--- config.mk ---
export PLATFORM = sky130hd
export DESIGN_NAME = pipe_stage_reg
export DESIGN_NICKNAME = d
export VERILOG_FILES = /design/src/rtl/pipe_stage_reg.sv
export SDC_FILE = /design/constraint.sdc
export NUM_CORES = 1
export LEC_CHECK = 0
export CAP_MARGIN = 20
export CORE_UTILIZATION = 40
export DETAILED_ROUTE_END_ITERATION = 10
export GPL_ROUTABILITY_DRIVEN = 1
export GPL_TIMING_DRIVEN = 0
export PLACE_DENSITY = 0.8
export SLEW_MARGIN = 20
export SYNTH_ARGS = -nofsm -noshare
export SYNTH_HDL_FRONTEND = slang
export SYNTH_SLANG_ARGS = --single-unit
--- constraint.sdc ---
create_clock -name clk -period 1.8 [get_ports clk]
set_clock_uncertainty 0.05 [all_clocks]
set_input_delay 0.27 -clock clk [delete_from_list [all_inputs] [get_ports clk]]
set_output_delay 0.27 -clock clk [all_outputs]
set_load 0.02 [all_outputs]
--- src/rtl/pipe_stage_reg.sv ---
// -----------------------------------------------------------------------------
// pipe_stage_reg
//   Inter-stage pipeline register (IF/ID, ID/EX, EX/MEM, MEM/WB) made of
//   STAGES chained slots. Each slot carries a valid bit, a data payload and a
//   control bundle. Supports stall (hold every slot) and flush (turn every
//   slot into a bubble). A saturating counter tracks cycles in which the
//   output slot held a bubble, for performance debug.
//
// Parameters
//   DATA_W    payload width
//   CTRL_W    control bundle width
//   CTRL_RST  control encoding of a bubble (loaded on reset, flush, in_valid=0)
//   STAGES    number of chained slots, 1..4 (latency in unstalled cycles)
//   CNT_W     bubble counter width
//
// Ports
//   clk         in   clock, rising edge
//   rst_n       in   asynchronous active-low reset
//   stall       in   hold all slots this cycle
//   flush       in   replace every slot with a bubble (wins over stall)
//   in_valid    in   upstream holds a real instruction
//   in_data     in   upstream payload
//   in_ctrl     in   upstream control
//   out_valid   out  last slot holds a real instruction
//   out_data    out  payload of the last slot
//   out_ctrl    out  control of the last slot, CTRL_RST when out_valid=0
//   bubble_cnt  out  saturating count of edges seen with out_valid=0
// -----------------------------------------------------------------------------
module pipe_stage_reg #(
  parameter int                 DATA_W   = 48,
  parameter int                 CTRL_W   = 15,
  parameter logic [CTRL_W-1:0]  CTRL_RST = '0,
  parameter int                 STAGES   = 1,
  parameter int                 CNT_W    = 16
) (
  input  logic              clk,
  input  logic              rst_n,
  input  logic              stall,
  input  logic              flush,
  input  logic              in_valid,
  input  logic [DATA_W-1:0] in_data,
  input  logic [CTRL_W-1:0] in_ctrl,
  output logic              out_valid,
  output logic [DATA_W-1:0] out_data,
  output logic [CTRL_W-1:0] out_ctrl,
  output logic [CNT_W-1:0]  bubble_cnt
);

  if (STAGES < 1 || STAGES > 4) begin : g_stages_check
    $error("pipe_stage_reg: STAGES must be in 1..4");
  end

  // Saturating increment: holds at all-ones instead of wrapping.
  function automatic logic [CNT_W-1:0] sat_inc(input logic [CNT_W-1:0] c);
    if (c == {CNT_W{1'b1}}) begin
      return c;
    end
    return c + 1'b1;
  endfunction

  // Slot storage: index 0 is fed from upstream, index STAGES-1 drives out_*.
  logic              r_vld_p  [STAGES];
  logic [DATA_W-1:0] r_data_p [STAGES];
  logic [CTRL_W-1:0] r_ctrl_p [STAGES];
  logic [CNT_W-1:0]  r_bub_cnt;

  // Bubbles never carry upstream control, so a dropped instruction cannot
  // leak memWrite/regWrite into later stages.
  logic [CTRL_W-1:0] w_in_ctrl;
  assign w_in_ctrl = in_valid ? in_ctrl : CTRL_RST;

  // ---- slot chain ----
  always_ff @(posedge clk or negedge rst_n) begin
    if (!rst_n) begin
      for (int i = 0; i < STAGES; i++) begin
        r_vld_p[i]  <= 1'b0;
        r_data_p[i] <= '0;
        r_ctrl_p[i] <= CTRL_RST;
      end
    end else if (flush) begin
      // Payload is left as-is; only valid and control define a bubble.
      for (int i = 0; i < STAGES; i++) begin
        r_vld_p[i]  <= 1'b0;
        r_ctrl_p[i] <= CTRL_RST;
      end
    end else if (!stall) begin
      r_vld_p[0]  <= in_valid;
      r_data_p[0] <= in_data;
      r_ctrl_p[0] <= w_in_ctrl;
      for (int i = 1; i < STAGES; i++) begin
        r_vld_p[i]  <= r_vld_p[i-1];
        r_data_p[i] <= r_data_p[i-1];
        r_ctrl_p[i] <= r_ctrl_p[i-1];
      end
    end
  end

  // ---- output slot (combinational, no extra register) ----
  assign out_valid = r_vld_p[STAGES-1];
  assign out_data  = r_data_p[STAGES-1];
  assign out_ctrl  = r_vld_p[STAGES-1] ? r_ctrl_p[STAGES-1] : CTRL_RST;

  // ---- bubble counter ----
  // Looks at out_valid before the edge and keeps counting through stalls.
  always_ff @(posedge clk or negedge rst_n) begin
    if (!rst_n) begin
      r_bub_cnt <= '0;
    end else if (!out_valid) begin
      r_bub_cnt <= sat_inc(r_bub_cnt);
    end
  end

  assign bubble_cnt = r_bub_cnt;

endmodule

* Word-level counts from Yosys, hierarchy flattened
Cells that the tools add are included.
** Operators by class
- Add/sub/neg operators :: 1
- Eq/ne operators :: 3
- Mux-type cells :: 9
- Bitwise logic cells :: 3
- Reduce and logical (&&, ||, !) cells :: 2
** Operators by type and width (count)
- 2-to-1 mux 15 bit :: 4
- adder 16 x 1 -> 16 bit (second input constant) :: 1
- == test 16 bit (second input constant) :: 1
- 2-to-1 mux 16 bit :: 1
- 2-to-1 mux 1 bit :: 4
- AND reduction 2 bit :: 2
- inverter 1 bit :: 3
- inequality test 2 x 1 -> 1 bit (second input constant) :: 1
- inequality test 2 bit (second input constant) :: 1
** Storage, ports and cells
- Register bits :: 80
- Bits of input ports :: 68
- Word-level logic and storage cells :: 22

* Logic depth before layout (Yosys ltp)
Gate-level depths: netlist of run 1.
- Depth after elaboration :: 5
- Mapped depth :: 6
- Mapped depth without buffers :: 5

* Least setup slack after synthesis of run 1
Ideal clock, no wire load.
- Path type :: register to register
- From :: reg r_bub_cnt[0], in the netlist bubble_cnt[0]
- To :: reg r_bub_cnt[14], in the netlist bubble_cnt[14]
- Data arrival time :: 1.603 ns
- Setup slack :: 0.022 ns
- Cell stages (with the launch flop) :: 7
- Cell sequence :: dfrtp_1 ha_1 nor2b_1 and2_1 buf_4 nand4_2 mux2_4
** Between the ends
- Word-level cells in the longest chain between the ends :: 5
- Elaborated cells on any way between the ends :: 7
** RTL lines
- start: declaration :: RTL line 65 : logic [CNT_W-1:0] r_bub_cnt;
- start signal: assignment :: RTL line 109 : r_bub_cnt <= sat_inc(r_bub_cnt);
- parallel branches: the longest is 5 deep, another holds adder 16 x 1 -> 16 bit
Several ways; the timed one is not identified. The select of a mux whose other input is x is not followed.
A chain may end at the register's enable or synchronous reset.

* Final worst setup path of run 1
- From :: reg r_bub_cnt[1], in the netlist bubble_cnt[1]
- To :: out bubble_cnt[1]
** RTL lines
- end: declaration :: RTL line 46 : output logic [CNT_W-1:0] bubble_cnt
No word-level cell between the ends.

==> qor.log, run 1 <==
[power] share of power burned in the clock network 27.4%
[drt] routed length per placed instance 14.9 um
[final_layout] post-route cell area 5110 um2
[clock_network] Worst-Skew Late Latency 0.33 ns
[floorplan] overall die width 92.3 um
[critical_path] dominant delay contributor by cell family on the critical path buffers and inverters
[power] Switching Share 28.5%
[global_route] global-route usage over all layers 18.4%
[power] cell internal pwr 0.00371 W
[synth] largest cells by area after synthesis sky130_fd_sc_hd__dfrtp_1 61%, sky130_fd_sc_hd__mux2_2 17%, sky130_fd_sc_hd__a22o_1 4.0%
[final_layout] antenna diode count 0
[power] combinational fraction of design power 28.8%
[placement] total instance count after detailed placement 482
[final_layout] number of inserted filler cells in the final layout 624
[run_status] outcome finished, final reports clean
[sta] Hold Vio Cnt, Final 0
[critical_path] Critical Path Slowest Stage Cell sky130_fd_sc_hd__clkdlybuf4s50_1
[clock_network] clock root buffer sky130_fd_sc_hd__clkbuf_8
[drt] wirelength, routed 7440 um
[critical_path] flop2flop setup slack 0.12 ns
[critical_path] Bufs and invs on worst path 1
[job] max-cap check violation count 0
[global_route] first-pass GRT wire length 12300 um
[clock_network] number of CTS-inserted buffers 9
[global_route] final global-route overflow total 0
[power] part of the power in registers 43.9%
[final_layout] non-filler cells in the finished layout 500
[sta] Worst-Margin Slew 0.608 ns
[floorplan] area of the core region 7810 um2
[power] power spent charging and discharging nets 0.00148 W
[sta] maximum achievable frequency 576 MHz
[placement] number of I/O port buffers 147
[global_route] initial antenna violation count 0
[synth] sequential cell area fraction in the yosys report 61.4%
[synth] per-instance average area after synthesis 14.1 um2
[hold_path] class of the tightest hold or removal check in -> async
[critical_path] CP max FO 4
[final_layout] final net count 462
[critical_path] data arrival time of the worst path 1.42 ns
[sta] share of the cycle needed by the critical path after routing 96.5%
[final_layout] layout cell share with drive strength beyond 1 21.4%
[synth] cell type with the highest aggregate area in the netlist sky130_fd_sc_hd__dfrtp_1
[drt] number of optimization iterations in the first detailed-route pass 4
[sta] number of setup violations in the final report 0
[clock_network] Max clock buf depth 2
[sta] max-slew violation count 0
[clock_network] H-tree level count 3
[synth] Mapped Nets 301
[placement] detailed placement HPWL 5540 um
[power] pwr/cell area 1020 nW/um2
[synth] flip-flop and latch count after synthesis 80
[sta] RSZ-0062 raised after global routing false
[clock_network] clock edge transition at the registers on the reported setup and hold paths 0.08 ns
[synth] total number of yosys warnings 0
[floorplan] area of the die 8520 um2
[floorplan] site row count 32
[synth] Syn Inst Count 232
[placement] standard cell area after detailed placement 4880 um2
[critical_path] data required time of the critical path 1.48 ns
[clock_network] CTS tree done
[synth] top cell type's share of synthesized area 61.4%
[sta] clock period minus final worst setup slack 1.74 ns
[drt] Starting DRT DRC Count 44
[synth] synthesized area 3260 um2
[drt] Final ANT Viol Nets 0
[drt] drc violations 0
[critical_path] sort of element at the end of the critical path output pin
[critical_path] Slowest Stage Delay on Critical Path 0.64 ns
[critical_path] category of the critical setup timing path reg -> out
[global_route] via count of the first global-routing pass 2624
[power] standby leakage power 2.27 nW
[global_route] maximum number of pins on one net before global-route repair 48
[critical_path] crit-path cells clkdlybuf4s50_1
[floorplan] starting density of the core 41.8%
[critical_path] Startpoint Class flop
[floorplan] count of boundary I/O pins 148
[clock_network] number of clock sinks 80
[drt] Vias/cell 4.93
[final_layout] utilization after layout 65.5%
[power] total power consumption of the routed design 0.00519 W
[synth] number of distinct library cells after synthesis 36
[power] worst-case vdd ir drop 0.475 mV
[sta] remaining max-slew budget at the tightest pin 59.4%
[drt] vias after detailed routing 2465
[placement] weighted congestion at the end of routability-driven global placement 0.730
[final_layout] layout overhead on the synthesized area 56.7%
[floorplan] Die Y-Extent 92.3 um
-- Yosys cell counts, drive strengths merged --
cell type	number
inv	1
ha	1
o31ai	1
a31oi	4
o211ai	1
buf	9
a21o	1
nand3	5
nor2	3
dfrtp	80
and3b	1
and4	2
and3	4
mux2	53
xnor2	4
o21ai	1
nand2	9
clkbuf	3
nand4	4
a21oi	2
or4	1
and2	19
nor2b	2
a41oi	2
xor2	3
nand2b	1
a22o	15
-- what timing repair did --
action,4_1_cts,5_1_grt
gates cloned,0,0
pin swaps,0,0
endpoints found under the setup margin,20,24
gates resized for setup,20,5
hold endpoints to repair,46,0
buffers inserted,1,0
hold buffers,1,0
-- through the flow --
stage | hold slack [ns] | setup TNS [ns] | setup slack [ns]
after CTS | 0.449 | 0 | 0.0189
after global placement | 0.430 | -202.05 | -2.44
after global routing | 0.469 | 0 | 0.00180
final | 0.438 | 0 | 0.0638
after floorplan | -0.0756 | 0 | 0.0223
after detailed placement | 0.280 | -8.54 | -0.321
-- registers in the layout, summed over array words and instances, names as in the netlist --
register	cells
bubble_cnt	16
out_data	48
out_valid	1
r_ctrl_p	15
-- cell usage in the layout (no fill, tap or decap), types with 2 or more instances in the layout --
cell type and n:
sky130_fd_sc_hd__clkdlybuf4s50_1 128, sky130_fd_sc_hd__dfrtp_1 78, sky130_fd_sc_hd__mux2_2 49, sky130_fd_sc_hd__and2_1 19, sky130_fd_sc_hd__dlygate4sd2_1 17, sky130_fd_sc_hd__a22o_1 15, sky130_fd_sc_hd__clkbuf_8 10, sky130_fd_sc_hd__nand2_1 9
sky130_fd_sc_hd__buf_2 6, sky130_fd_sc_hd__clkbuf_1 5, sky130_fd_sc_hd__nand3_1 4, sky130_fd_sc_hd__xnor2_1 4, sky130_fd_sc_hd__a31oi_1 4, sky130_fd_sc_hd__buf_4 3, sky130_fd_sc_hd__nand4_1 3, sky130_fd_sc_hd__mux2_1 3
sky130_fd_sc_hd__and3_1 3, sky130_fd_sc_hd__xor2_1 3, sky130_fd_sc_hd__nor2_1 2, sky130_fd_sc_hd__a41oi_1 2, sky130_fd_sc_hd__a21oi_1 2, sky130_fd_sc_hd__dfrtp_2 2, sky130_fd_sc_hd__bufinv_16 2
-- layer usage --
metal / track usage [%] / share of wire [%] / up-vias
li1: - / - / 1149
met1: 21.2 / 40 / 1208
met2: 31.3 / 50 / 96
met3: 6.16 / 7.8 / 12
met4: 7.68 / 1.6 / 0
met5: 0 / 0 / -
-- final cells by class --
class                   instances  area [um2]  share of cell area [%]
plain buffers                  12        61.3                    1.20
clock buffers                  13         149                    2.91
repair buffers                150        1490                    29.1
clock inverters                 3        65.1                    1.27
inverters                       1        3.75                  0.0734
multi-input cells             139        1210                    23.7
flip-flops and latches         80        2000                    39.2
well taps                     102         128                    2.50
-- power by group through the flow --
stage / registers [W] / logic, W / clock network [W]
2_1_floorplan: 0.00258 / 0.000398 / 0
4_1_cts: 0.00227 / 0.00150 / 0.00148
6_report: 0.00228 / 0.00149 / 0.00142
3_3_place_gp: 0.00228 / 0.00145 / 0
5_1_grt: 0.00232 / 0.00160 / 0.00154
3_5_place_dp: 0.00230 / 0.00149 / 0
-- kinds of logic (layout without fill, tap and decap cells) --
group	after synthesis	in the layout	synth area share, %
XOR/XNOR	7	7	1.88
adder cells (fa/ha/maj)	1	1	0.384
AO/OA/AOI/OAI	27	27	6.48
multiplexers	53	53	18.4
buffers and inverters	13	179	1.88
flip-flops	80	80	61.4
AND/OR/NAND/NOR	51	51	9.59
-- final timing paths --
path | startpoint | end | cells past startpoint
setup / recovery | bubble_cnt[1]$_DFFE_PN0P_ | bubble_cnt[1] | 1
hold / removal | rst_n | bubble_cnt[8]$_DFFE_PN0P_ | 2
setup reg to reg | bubble_cnt[1]$_DFFE_PN0P_ | bubble_cnt[14]$_DFFE_PN0P_ | 6
hold reg to reg | r_ctrl_p[11]$_DFFE_PN0P_ | r_ctrl_p[11]$_DFFE_PN0P_ | 1
max in group asynchronous | rst_n | out_valid$_DFFE_PN0P_ | 3
min in group clk | r_ctrl_p[11]$_DFFE_PN0P_ | r_ctrl_p[11]$_DFFE_PN0P_ | 1
-- worst register-to-register path, stage by stage, from the launching register on --
cell and delay, ns:
sky130_fd_sc_hd__dfrtp_1 0.45, sky130_fd_sc_hd__ha_4 0.18, sky130_fd_sc_hd__nor2b_2 0.19, sky130_fd_sc_hd__and2_1 0.14
sky130_fd_sc_hd__buf_4 0.14, sky130_fd_sc_hd__nand4_2 0.11, sky130_fd_sc_hd__mux2_4 0.32
Power figures use the tool's default switching activity.
==> run 2: changes to the inputs <==
--- a/config.mk
+++ b/config.mk
@@ -11,7 +11,6 @@
 export GPL_ROUTABILITY_DRIVEN = 1
 export GPL_TIMING_DRIVEN = 0
 export PLACE_DENSITY = 0.8
-export SLEW_MARGIN = 20
 export SYNTH_ARGS = -nofsm -noshare
 export SYNTH_HDL_FRONTEND = slang
 export SYNTH_SLANG_ARGS = --single-unit
==> qor.log, run 2 (synthesis results as in run 1) <==
[run_status] outcome finished, final reports clean
[final_layout] antenna diode count 0 [unchanged]
[placement] Setup Slack @ Placement -0.322 ns [-0.000368 ns]
[sta] Worst-Margin Slew 0.434 ns [-0.175 ns]
[final_layout] most frequent cells in the layout 126 x sky130_fd_sc_hd__clkdlybuf4s50_1, 79 x sky130_fd_sc_hd__dfrtp_1, 49 x sky130_fd_sc_hd__mux2_2
[clock_network] CTS tree done
[global_route] GR peak layer met2
[drt] drc violations 0 [unchanged]
[floorplan] starting density of the core 41.8% [unchanged]
[placement] standard cell area after detailed placement 4890 um2 [+0.15%]
[global_route] initial antenna violation count 0 [unchanged]
[power] standby leakage power 2.31 nW [+1.8%]
[sta] remaining max-slew budget at the tightest pin 71.1% [+12 points]
[floorplan] area of the die 8520 um2 [unchanged]
[global_route] met3 track demand over resource in global routing 6.32% [+0.16 points]
[hold_path] class of the tightest hold or removal check in -> async
[drt] Vias/cell 4.97 [+0.81%]
[global_route] maximum number of pins on one net before global-route repair 64 [+33%]
[floorplan] overall die width 92.3 um [unchanged]
[sta] RSZ-0062 raised after global routing true
[floorplan] Die Y-Extent 92.3 um [unchanged]
[global_route] met1 layer usage reported by global route 20.8% [-0.37 points]
[placement] detailed placement HPWL 5500 um [-0.79%]
[drt] Final ANT Viol Nets 0 [unchanged]
[sta] max-slew violation count 0 [unchanged]
[power] total power consumption of the routed design 0.00530 W [+2.0%]
[global_route] via count of the first global-routing pass 2645 [+0.80%]
[drt] Starting DRT DRC Count 50 [+14%]
[critical_path] sort of element at the end of the critical path flop
[sta] setup tns final 0 ns [unchanged]
[drt] routed length per placed instance 14.8 um [-0.44%]
[power] worst-case vdd ir drop 0.546 mV [+15%]
[clock_network] Worst-Skew Late Latency 0.34 ns [about the same]
[global_route] final global-route overflow total 0 [unchanged]
[critical_path] count of cells along the worst register-to-register path 7 [+1]
[power] pwr/cell area 1030 nW/um2 [+1.3%]
[power] part of the power in registers 42.6% [-1.3 points]
[sta] maximum achievable frequency 573 MHz [-0.46%]
[floorplan] site row count 32 [unchanged]
[drt] wirelength, routed 7440 um [about the same]
[critical_path] data required time of the critical path 1.98 ns [+0.50 ns]
[drt] vias after detailed routing 2495 [+1.2%]
[critical_path] data arrival time of the worst path 1.93 ns [+0.51 ns]
[sta] Final WS setup 0.0557 ns [-0.00806 ns]
[final_layout] number of inserted filler cells in the final layout 612 [-1.9%]
[clock_network] clock edge transition at the registers on the reported setup and hold paths 0.08 ns [about the same]
[clock_network] number of CTS-inserted buffers 9 [unchanged]
[final_layout] Largest register FFs 48 [unchanged]
[global_route] first-pass GRT wire length 12200 um [-0.29%]
[final_layout] final net count 464 [+0.43%]
[sta] Hold Vio Cnt, Final 0 [unchanged]
[global_route] global-route usage over all layers 18.3% [-0.10 points]
[floorplan] area of the core region 7810 um2 [unchanged]
[drt] number of optimization iterations in the first detailed-route pass 4 [unchanged]
[critical_path] endpoint of the worst register-to-register path bubble_cnt[14]$_DFFE_PN0P_
[critical_path] CP max FO 8 [+4]
[placement] number of I/O port buffers 147 [unchanged]
[critical_path] category of the critical setup timing path reg -> reg
[clock_network] number of clock sinks 80 [unchanged]
[sta] number of setup violations in the final report 0 [unchanged]
[final_layout] post-route cell area 5150 um2 [+0.76%]
[power] share of power burned in the clock network 28.9% [+1.5 points]
[clock_network] Max clock buf depth 2 [unchanged]
[critical_path] flop2flop setup slack 0.06 ns [-0.06 ns]
[final_layout] layout cell share with drive strength beyond 1 21.5% [+0.14 points]
[critical_path] start of the worst register-to-register path out_valid$_DFFE_PN0P_
[power] power spent charging and discharging nets 0.00148 W [-0.18%]
[sta] share of the cycle needed by the critical path after routing 96.9% [+0.45 points]
[job] max-cap check violation count 0 [unchanged]
[final_layout] utilization after layout 66.0% [+0.50 points]
[power] Switching Share 27.9% [-0.62 points]
[sta] clock period minus final worst setup slack 1.74 ns [+0.00806 ns]
[clock_network] H-tree level count 3 [unchanged]
[power] combinational fraction of design power 28.5% [-0.3 points]
[global_route] met2 demand-to-capacity share in global routing 31.0% [-0.25 points]
[floorplan] count of boundary I/O pins 148 [unchanged]
[power] cell internal pwr 0.00382 W [+2.9%]
[clock_network] clock root buffer sky130_fd_sc_hd__clkbuf_8
[final_layout] most frequent standard cell in the layout excluding fill and tap cells sky130_fd_sc_hd__clkdlybuf4s50_1
[final_layout] layout overhead on the synthesized area 57.9%
[placement] weighted congestion at the end of routability-driven global placement 0.730 [unchanged]
[critical_path] Startpoint Class flop
[run 2: layer usage]
| layer | vias up | share of wire [%] |
|---|---|---|
| met3 | 13 | 7.8 |
| li1 | 1151 | - |
| met2 | 95 | 51 |
| met5 | - | 0 |
| met4 | 0 | 1.7 |
| met1 | 1236 | 39 |
[run 2: worst max path at each step]
stage                               startpoint                          to  slack [ns]  cells past startpoint
floorplan            bubble_cnt[0]$_DFFE_PN0P_  bubble_cnt[14]$_DFFE_PN0P_        0.02                      6
global placement                         rst_n    r_ctrl_p[10]$_DFFE_PN0P_       -2.44                      1
detailed placement                       flush    out_data[11]$_DFFE_PN0P_       -0.32                      5
CTS                 bubble_cnt[13]$_DFFE_PN0P_              bubble_cnt[13]       0.005                      1
global route             out_valid$_DFFE_PN0P_  bubble_cnt[11]$_DFFE_PN0P_       -0.01                      7
finish                   out_valid$_DFFE_PN0P_  bubble_cnt[14]$_DFFE_PN0P_        0.06                      7
[run 2: area by class of cell]
type                    instances  area (um2)  area share (%)
well taps                     102         128            2.48
clock buffers                  13         139            2.70
clock inverters                 3        90.1            1.75
plain buffers                  12        67.6            1.31
repair buffers                152        1520            29.4
multi-input cells             139        1200            23.4
inverters                       1        3.75          0.0729
flip-flops and latches         80        2000            38.9
[run 2: power by group through the flow]
stage                     combinational (W)  sequential (W)  clock, W
final                               0.00151         0.00226   0.00153
after detailed placement            0.00149         0.00230         0
after global placement              0.00145         0.00228         0
after floorplan                    0.000398         0.00258         0
after global routing                0.00161         0.00231   0.00164
after CTS                           0.00151         0.00227   0.00159
[run 2: worst max-delay path: stages, from the launching register on]
cell and delay [ns]:
sky130_fd_sc_hd__dfrtp_2 0.40, sky130_fd_sc_hd__buf_4 0.16, sky130_fd_sc_hd__buf_4 0.14, sky130_fd_sc_hd__nor2b_2 0.16, sky130_fd_sc_hd__and2_1 0.15, sky130_fd_sc_hd__buf_4 0.14, sky130_fd_sc_hd__nand4_2 0.11, sky130_fd_sc_hd__mux2_4 0.32
[run 2: through the flow]
step | hold slack, ns | std cells
after CTS | 0.285 | 501
after detailed placement | 0.121 | 482
final | 0.296 | 502
after global placement | 0.430 | 481
after floorplan | -0.0756 | 232
after global routing | 0.317 | 502
[run 2: timing repair]
| item | 4_1_cts | 5_1_grt |
|---|---|---|
| endpoints found under the hold margin | 17 | 0 |
| resized for setup | 20 | 9 |
| hold buffers | 1 | 0 |
| setup buffers | 2 | 1 |
| setup endpoints to repair | 20 | 28 |
| pin swaps | 0 | 0 |
